### config.mk
export PLATFORM = sky130hd
export DESIGN_NAME = alu_exec_unit
export DESIGN_NICKNAME = d
export VERILOG_FILES = /design/src/rtl/alu_pkg.sv /design/src/rtl/alu_muldiv_iter.sv /design/src/rtl/alu_exec_unit.sv
export SDC_FILE = /design/constraint.sdc
export NUM_CORES = 1
export LEC_CHECK = 0
export ABC_CLOCK_PERIOD_IN_PS = 5200
export BUFFER_PORTS_ARGS = -buffer_cell sky130_fd_sc_hd__buf_4
export CELL_PAD_IN_SITES_DETAIL_PLACEMENT = 1
export CELL_PAD_IN_SITES_GLOBAL_PLACEMENT = 2
export CORE_MARGIN = 3
export CORE_UTILIZATION = 38
export DETAILED_ROUTE_END_ITERATION = 16
export GPL_TIMING_DRIVEN = 0
export PLACE_DENSITY = 0.8
export SETUP_SLACK_MARGIN = 0.4
export SYNTH_ARGS = -nofsm -noshare
export SYNTH_HDL_FRONTEND = slang
export SYNTH_SLANG_ARGS = --single-unit
export TNS_END_PERCENT = 100
### constraint.sdc
create_clock -name clk -period 5.2 [get_ports clk]
set_input_delay 1.04 -clock clk [delete_from_list [all_inputs] [get_ports clk]]
set_output_delay 1.04 -clock clk [all_outputs]
set_load 0.01 [all_outputs]
### src/rtl/alu_pkg.sv
// Shared ALU definitions: op codes used by both the ALU controller and the execute unit,
// default datapath sizes and the MULT/DIV sequencing states.
package alu_pkg;

    localparam int ALU_WIDTH   = 32;
    localparam int ALU_SHAMT_W = 5;

    typedef enum logic [3:0] {
        OP_NOP  = 4'd0,
        OP_XOR  = 4'd1,
        OP_OR   = 4'd2,
        OP_AND  = 4'd3,
        OP_NOR  = 4'd4,
        OP_SLL  = 4'd5,
        OP_SRL  = 4'd6,
        OP_SLT  = 4'd7,
        OP_ADD  = 4'd8,
        OP_ADDU = 4'd9,
        OP_SUB  = 4'd10,
        OP_SUBU = 4'd11,
        OP_MULT = 4'd12,
        OP_DIV  = 4'd13,
        OP_SRA  = 4'd14,
        OP_LUI  = 4'd15
    } alu_op_t;

    typedef enum logic [1:0] {
        IDLE = 2'd0,
        MUL  = 2'd1,
        DIV  = 2'd2
    } muldiv_state_t;

    function automatic logic is_muldiv(input alu_op_t op);
        return (op == OP_MULT) || (op == OP_DIV);
    endfunction

endpackage

### src/rtl/alu_muldiv_iter.sv
// Iterative signed multiply (shift-add) / divide (restoring), one step per cycle for WIDTH cycles.
// Operates on magnitudes; signs are applied on the combinational result of the final step.
module alu_muldiv_iter #(
    parameter int WIDTH = 32
) (
    input  logic             clk,
    input  logic             rst_b,
    input  logic             flush,
    input  logic             start,
    input  logic             is_div,
    input  logic [WIDTH-1:0] a,
    input  logic [WIDTH-1:0] b,
    output logic             last,
    output logic [WIDTH-1:0] res_hi,
    output logic [WIDTH-1:0] res_lo
);

    localparam int CNT_W = $clog2(WIDTH) + 1;

    logic             busy;
    logic [CNT_W-1:0] cnt;
    logic             div_mode;
    logic             neg_res;
    logic             neg_rem;
    logic             div_zero;
    logic [WIDTH-1:0] a_keep;
    logic [WIDTH-1:0] opnd;
    logic [WIDTH-1:0] acc_hi;
    logic [WIDTH-1:0] acc_lo;

    logic [WIDTH-1:0]   step_hi;
    logic [WIDTH-1:0]   step_lo;
    logic [WIDTH:0]     mul_sum;
    logic [WIDTH:0]     div_shift;
    logic [2*WIDTH-1:0] prod;

    function automatic logic [WIDTH-1:0] mag(input logic [WIDTH-1:0] x);
        return x[WIDTH-1] ? -x : x;
    endfunction

    assign last = busy && (cnt == CNT_W'(1));

    // acc_hi/acc_lo hold {partial product, multiplier} for MULT and {remainder, dividend/quotient} for DIV
    always_comb begin
        mul_sum   = {1'b0, acc_hi} + (acc_lo[0] ? {1'b0, opnd} : '0);
        div_shift = {acc_hi, acc_lo[WIDTH-1]};
        step_hi   = mul_sum[WIDTH:1];
        step_lo   = {mul_sum[0], acc_lo[WIDTH-1:1]};
        if (div_mode) begin
            if (div_shift >= {1'b0, opnd}) begin
                step_hi = WIDTH'(div_shift - {1'b0, opnd});
                step_lo = {acc_lo[WIDTH-2:0], 1'b1};
            end else begin
                step_hi = div_shift[WIDTH-1:0];
                step_lo = {acc_lo[WIDTH-2:0], 1'b0};
            end
        end
    end

    always_comb begin
        prod   = neg_res ? -{step_hi, step_lo} : {step_hi, step_lo};
        res_hi = prod[2*WIDTH-1:WIDTH];
        res_lo = prod[WIDTH-1:0];
        if (div_mode) begin
            if (div_zero) begin
                res_hi = a_keep;
                res_lo = '1;
            end else begin
                res_hi = neg_rem ? -step_hi : step_hi;
                res_lo = neg_res ? -step_lo : step_lo;
            end
        end
    end

    always_ff @(posedge clk or negedge rst_b) begin
        if (!rst_b) begin
            busy     <= 1'b0;
            cnt      <= '0;
            div_mode <= 1'b0;
            neg_res  <= 1'b0;
            neg_rem  <= 1'b0;
            div_zero <= 1'b0;
            a_keep   <= '0;
            opnd     <= '0;
            acc_hi   <= '0;
            acc_lo   <= '0;
        end else if (flush) begin
            busy <= 1'b0;
        end else if (start) begin
            busy     <= 1'b1;
            cnt      <= CNT_W'(WIDTH);
            div_mode <= is_div;
            neg_res  <= a[WIDTH-1] ^ b[WIDTH-1];
            neg_rem  <= a[WIDTH-1];
            div_zero <= is_div && (b == '0);
            a_keep   <= a;
            opnd     <= mag(b);
            acc_hi   <= '0;
            acc_lo   <= mag(a);
        end else if (busy) begin
            acc_hi <= step_hi;
            acc_lo <= step_lo;
            cnt    <= cnt - CNT_W'(1);
            if (last) busy <= 1'b0;
        end
    end

endmodule

### src/rtl/alu_exec_unit.sv
// Execute-stage ALU: registered single-cycle datapath plus FSM glue around the iterative MULT/DIV engine.
//   state | meaning
//   IDLE  | accepting ops; single-cycle results registered on the accept edge
//   MUL   | signed multiply iterating, in_ready low
//   DIV   | signed divide iterating, in_ready low
module alu_exec_unit
    import alu_pkg::*;
#(
    parameter int WIDTH   = ALU_WIDTH,
    parameter int SHAMT_W = ALU_SHAMT_W
) (
    input  logic               clk,
    input  logic               rst_b,
    input  logic               flush,
    input  logic               in_valid,
    output logic               in_ready,
    input  logic [3:0]         alu_operation,
    input  logic [WIDTH-1:0]   a,
    input  logic [WIDTH-1:0]   b,
    input  logic [SHAMT_W-1:0] shamt,
    output logic               out_valid,
    output logic [WIDTH-1:0]   result,
    output logic               zero,
    output logic               overflow,
    output logic [WIDTH-1:0]   hi,
    output logic [WIDTH-1:0]   lo
);

    alu_op_t       op;
    muldiv_state_t state, state_next;

    logic             accept;
    logic             eng_start;
    logic             eng_last;
    logic [WIDTH-1:0] eng_hi;
    logic [WIDTH-1:0] eng_lo;
    logic [WIDTH-1:0] sum;
    logic [WIDTH-1:0] dif;
    logic [WIDTH-1:0] alu_res;
    logic             alu_ov;

    assign op        = alu_op_t'(alu_operation);
    assign in_ready  = (state == IDLE);
    assign accept    = in_valid && in_ready && !flush;
    assign eng_start = accept && is_muldiv(op);
    assign sum       = a + b;
    assign dif       = a - b;

    always_comb begin
        alu_res = '0;
        alu_ov  = 1'b0;
        unique case (op)
            OP_XOR:  alu_res = a ^ b;
            OP_OR:   alu_res = a | b;
            OP_AND:  alu_res = a & b;
            OP_NOR:  alu_res = ~(a | b);
            OP_SLL:  alu_res = b << shamt;
            OP_SRL:  alu_res = b >> shamt;
            OP_SRA:  alu_res = WIDTH'($signed(b) >>> shamt);
            OP_SLT:  alu_res = {{(WIDTH-1){1'b0}}, $signed(a) < $signed(b)};
            OP_ADD: begin
                alu_res = sum;
                alu_ov  = (a[WIDTH-1] == b[WIDTH-1]) && (sum[WIDTH-1] != a[WIDTH-1]);
            end
            OP_ADDU: alu_res = sum;
            OP_SUB: begin
                alu_res = dif;
                alu_ov  = (a[WIDTH-1] != b[WIDTH-1]) && (dif[WIDTH-1] != a[WIDTH-1]);
            end
            OP_SUBU: alu_res = dif;
            OP_LUI:  alu_res = b << 16;
            default: alu_res = '0;
        endcase
    end

    always_comb begin
        state_next = state;
        unique case (state)
            IDLE: if (eng_start) state_next = (op == OP_DIV) ? DIV : MUL;
            MUL, DIV: if (flush || eng_last) state_next = IDLE;
            default: state_next = IDLE;
        endcase
    end

    always_ff @(posedge clk or negedge rst_b) begin
        if (!rst_b) state <= IDLE;
        else        state <= state_next;
    end

    alu_muldiv_iter #(.WIDTH(WIDTH)) u_muldiv (
        .clk    (clk),
        .rst_b  (rst_b),
        .flush  (flush),
        .start  (eng_start),
        .is_div (op == OP_DIV),
        .a      (a),
        .b      (b),
        .last   (eng_last),
        .res_hi (eng_hi),
        .res_lo (eng_lo)
    );

    // Flush on the final iteration edge still discards the MULT/DIV result.
    always_ff @(posedge clk or negedge rst_b) begin
        if (!rst_b) begin
            out_valid <= 1'b0;
            result    <= '0;
            zero      <= 1'b0;
            overflow  <= 1'b0;
            hi        <= '0;
            lo        <= '0;
        end else begin
            out_valid <= 1'b0;
            if (flush) begin
                out_valid <= 1'b0;
            end else if (eng_last) begin
                out_valid <= 1'b1;
                hi        <= eng_hi;
                lo        <= eng_lo;
                result    <= eng_lo;
                zero      <= (eng_lo == '0);
                overflow  <= 1'b0;
            end else if (accept && !eng_start) begin
                out_valid <= 1'b1;
                result    <= alu_res;
                zero      <= (alu_res == '0);
                overflow  <= alu_ov;
            end
        end
    end

endmodule
==> impl_results.md <==
- Run status: finished, violations left
- Failing checks: capacitance limit, slew limit
- Most common cell after layout, fill and taps aside: nand2_1
- CP Launch Type: input pin
- I/O pin count: around 180
- Largest area contributor in the netlist: dfrtp_1
- Combinational share of power: about 75%
- Sequential-to-total area share from yosys stat: about 22%
- Vias in the first global route: around 33,000
- Post-synth EDFFs: 0
- Die Span X: between 200 and 300 um
- Worst setup margin: 0.1685 ns
- WL final: 171,500 um
- Worst reg2reg path depth: 16
- RSZ-0062 raised after global routing: yes
- Die Ht: roughly 280 um
- Syn nets: between 3,000 and 4,000
- Reg power frac: 15.6%
- Critical-path maximum fanout: 10
- Period utilisation layout: between 90% and 100%
- Least-Margin Pin Slew: 1.513 ns
- Final ANT Viol Nets: 0
- CTS tree: done
- Fin util: a little under half
- Worst hold path type: in2async
- Pin count of the biggest net entering global routing: 106
- Post-route setup TNS: 0 ns
- Clock root buffer: clkbuf_16
- Clock Latency Late Sink: a little over 0.6 ns
- CTS buffer count: 29
- Synth Register Bits: 239
- Clock skew: between 0.03 and 0.04 ns
- Leak Pwr: between 10 and 15 nW
- Critical Path AT: around 5.6 ns
- Met3 usage: 7.338%
- Max_slew headroom: -1.062%
- GR Util met1: between 40% and 50%
- DR pass1 iterations: 9
- Remaining DRCs: 0
- Avg Inst Size Synth: around 7.8 sq um
- CTS clk-pin slew, worst paths: roughly 0.060 ns
- Top achievable clock speed: roughly 0.2 GHz
- Unique masters post-synth: 108
- Cells after Synth: approximately 3,600
- Yosys top cell area share: between 20% and 30%
- Crit path max-delay family: buffers and inverters
- Worst path required time: 5.72 ns
- IO Port Bufs: around 170
- Post-DP Area: 0.03033 sq mm
- 1st-iter DRT viols: approximately 3,700
- First-pass GRT wire length: about 240,000 um
- Sw Share: between 50% and 60%
- Final Cell Area: approximately 0.034 sq mm
- YS warnings: 0
- H-Tree Level Count: 1
- Area contributors post-synth: dfrtp_1 (22%), ha_1 (7.5%), mux4_2 (5.9%)
- Clock share of power: about 9.8%
- Slowest stage cell, crit path: clkdlybuf4s15_2
- Vias per cell: between 6 and 7
- Placement Setup Slack: -2.134 ns
- Initial antenna violation count: 7
- Critical Path Stages: 15
- TritonCTS Sinks: 239
- Initial Utilization: roughly 39%
- Placer Congestion: roughly 1.1
- Ys flop type: dfrtp_1
- Critical path capture point type: flop
- Buf/Inv on CP: 5
- Gr busiest metal: met2
- Max-cap viol count: 1
- Crit path top cell by count: clkbuf_1
- Internal power: around 9.5 mW
- Slew Limit Fails: 10
- Routed wire per std cell: approximately 36 um
- Final setup violation count: 0
- Final hold violation count: 0
- Hpwl dp: approximately 140,000 um
- Grt ovf: 0
- Asr flop ratio synth: 100.0%
- Ratio of cells with drive above 1 in the final layout: 20.50%
- Crit Path Category: in2reg
- Core ar.: 0.07185 sq mm
- Sw Pwr: between 10 and 15 mW
- Area delta synth->final: 21.66%
- Die ar.: between 0.07 and 0.08 sq mm
- Power Density: between 600 and 700 mW/mm^2
- Worst stage delay on the critical path: between 0.6 and 0.7 ns
- Cell Rows: 98
- Via count: 32,858
- Gr usage total: between 40% and 50%
- Bufs on Longest Clock Path: 3
- Final net count: between 4,000 and 5,000
- Cell area after synthesis: about 0.028 sq mm
- Grt met2 use: between 60% and 70%
- VDD IR-drop max: roughly 0.4 mV
- Worst-path cell chain: buf_4 -> clkbuf_1 -> clkbuf_2 -> clkbuf_1 -> clkdlybuf4s15_2 -> nor2_1 -> nand2_1 -> o2111ai_1 -> a211oi_1 -> o211ai_1 -> nor3_2 -> nand4_1 -> nor4_4 -> nand4b_1 -> o31ai_2
- Most frequent cells in the layout: nand2_1 (432), o21ai_0 (272), buf_4 (263)
- Final Critical Period: 5.031 ns
-- stage by stage --
step | total power, mW | std cells | hold WS (ns)
6_report | 21.74 | 4824 | 0.3444
5_1_grt | 22.56 | 4818 | 0.3827
4_1_cts | 20.11 | 4791 | 0.3607
3_5_place_dp | 16.54 | 4680 | 0.4659
3_3_place_gp | 16.16 | 4677 | 0.4630
2_1_floorplan | 11.42 | 3554 | 0.4446
-- cells in the mapped netlist (all sizes together) (13+ instances only) --
cell type    n
nand4       46
and2        59
nor2b       24
xor2        47
o21bai      16
nor3        73
o211ai      77
nor4        24
a21o        57
or2         15
or4         15
a22oi       27
o21a        30
o211a       13
a2111oi     13
inv        173
clkbuf     197
xnor2      159
nand2      438
o22ai       17
or3         39
o2111ai     13
mux2i       92
dfrtp      239
mux4        73
o21ai      304
a211oi      48
nand3       76
nand2b      31
nor3b       13
and3        22
a221oi      16
buf         67
a31oi       41
nor2       252
a21oi      245
ha         166
o41ai       23
o31ai       53
mux2        27
a221o       22
-- sequential cells by signal, summed over array words and instances (netlist names), 2 cells and up --
name / count
state: 2
hi: 32
u_muldiv.cnt: 6
u_muldiv.opnd: 32
u_muldiv.acc_lo: 32
result: 32
lo: 32
u_muldiv.a_keep: 32
u_muldiv.acc_hi: 32
-- metal layers --
layer / share of wire, % / wire, um / vias up
met1: 37 / 63480 / 16486
met2: 45 / 76640 / 2031
met4: 10 / 17740 / 4
met3: 7.9 / 13580 / 666
met5: 0.017 / 29 / -
li1: - / - / 13671
-- worst paths after layout --
kind                                  endpoint               start  slack (ns)
max in group asynchronous  u_muldiv.acc_lo[31]               rst_b        3.49
setup reg to reg                        hi[26]  u_muldiv.acc_lo[0]        0.32
hold / removal             u_muldiv.acc_hi[16]               rst_b        0.34
min in group clk                        lo[18]              lo[18]        0.49
setup / recovery                          zero    alu_operation[1]        0.17
hold reg to reg                         lo[18]              lo[18]        0.49
-- layout make-up --
class                      count  area, sq um
multi-input combinational   2874        21510
antenna                        6        15.01
clock buffer                  37        795.8
timing repair buffer         261         2066
sequential                   239         5989
clock inverter                16        166.4
fill                        8735        38090
buffer                       264         1351
tap                          950         1189
inverter                     177        679.4
-- cells by family after synthesis --
kind of cell / count (synthesis) / synth area share (%)
AOI/OAI and AO/OA: 1142 / 27.55
xor gates and xnor gates: 206 / 6.502
adders and majority gates: 170 / 7.773
buffers and inverters: 441 / 6.177
DFF: 239 / 21.55
muxes: 192 / 10.40
and+or+nand+nor: 1164 / 20.05
-- worst reg2reg max path: stages (launching register included) --
cell and delay [ns]:
dfrtp_2 0.47, buf_8 0.15, and2_4 0.14, ha_4 0.16
fa_2 0.35, a21o_1 0.22, a221oi_4 0.39, o21ai_4 0.14
a2111o_1 0.53, buf_6 0.15, and3b_2 0.21, o32ai_4 0.31
nor2b_4 0.10, or4_4 0.58, o31ai_2 0.31, mux2i_2 0.45
a21oi_1 0.12
-- power groups by stage --
stage	clock network [mW]	logic, mW	registers, mW
after global routing	2.21	16.9	3.44
after global placement	0	12.9	3.31
after floorplan	0	8.34	3.08
final	2.12	16.2	3.40
after detailed placement	0	13.2	3.35
after CTS	2.12	14.7	3.33
-- repair_timing --
item | CTS | global route
resized for setup | 316 | 144
endpoints found under the setup margin | 120 | 47
pin swaps | 51 | 52
hold buffers | 0 | 0
buffers inserted | 58 | 27
No activity file was read; power rests on OpenSTA's default activity.
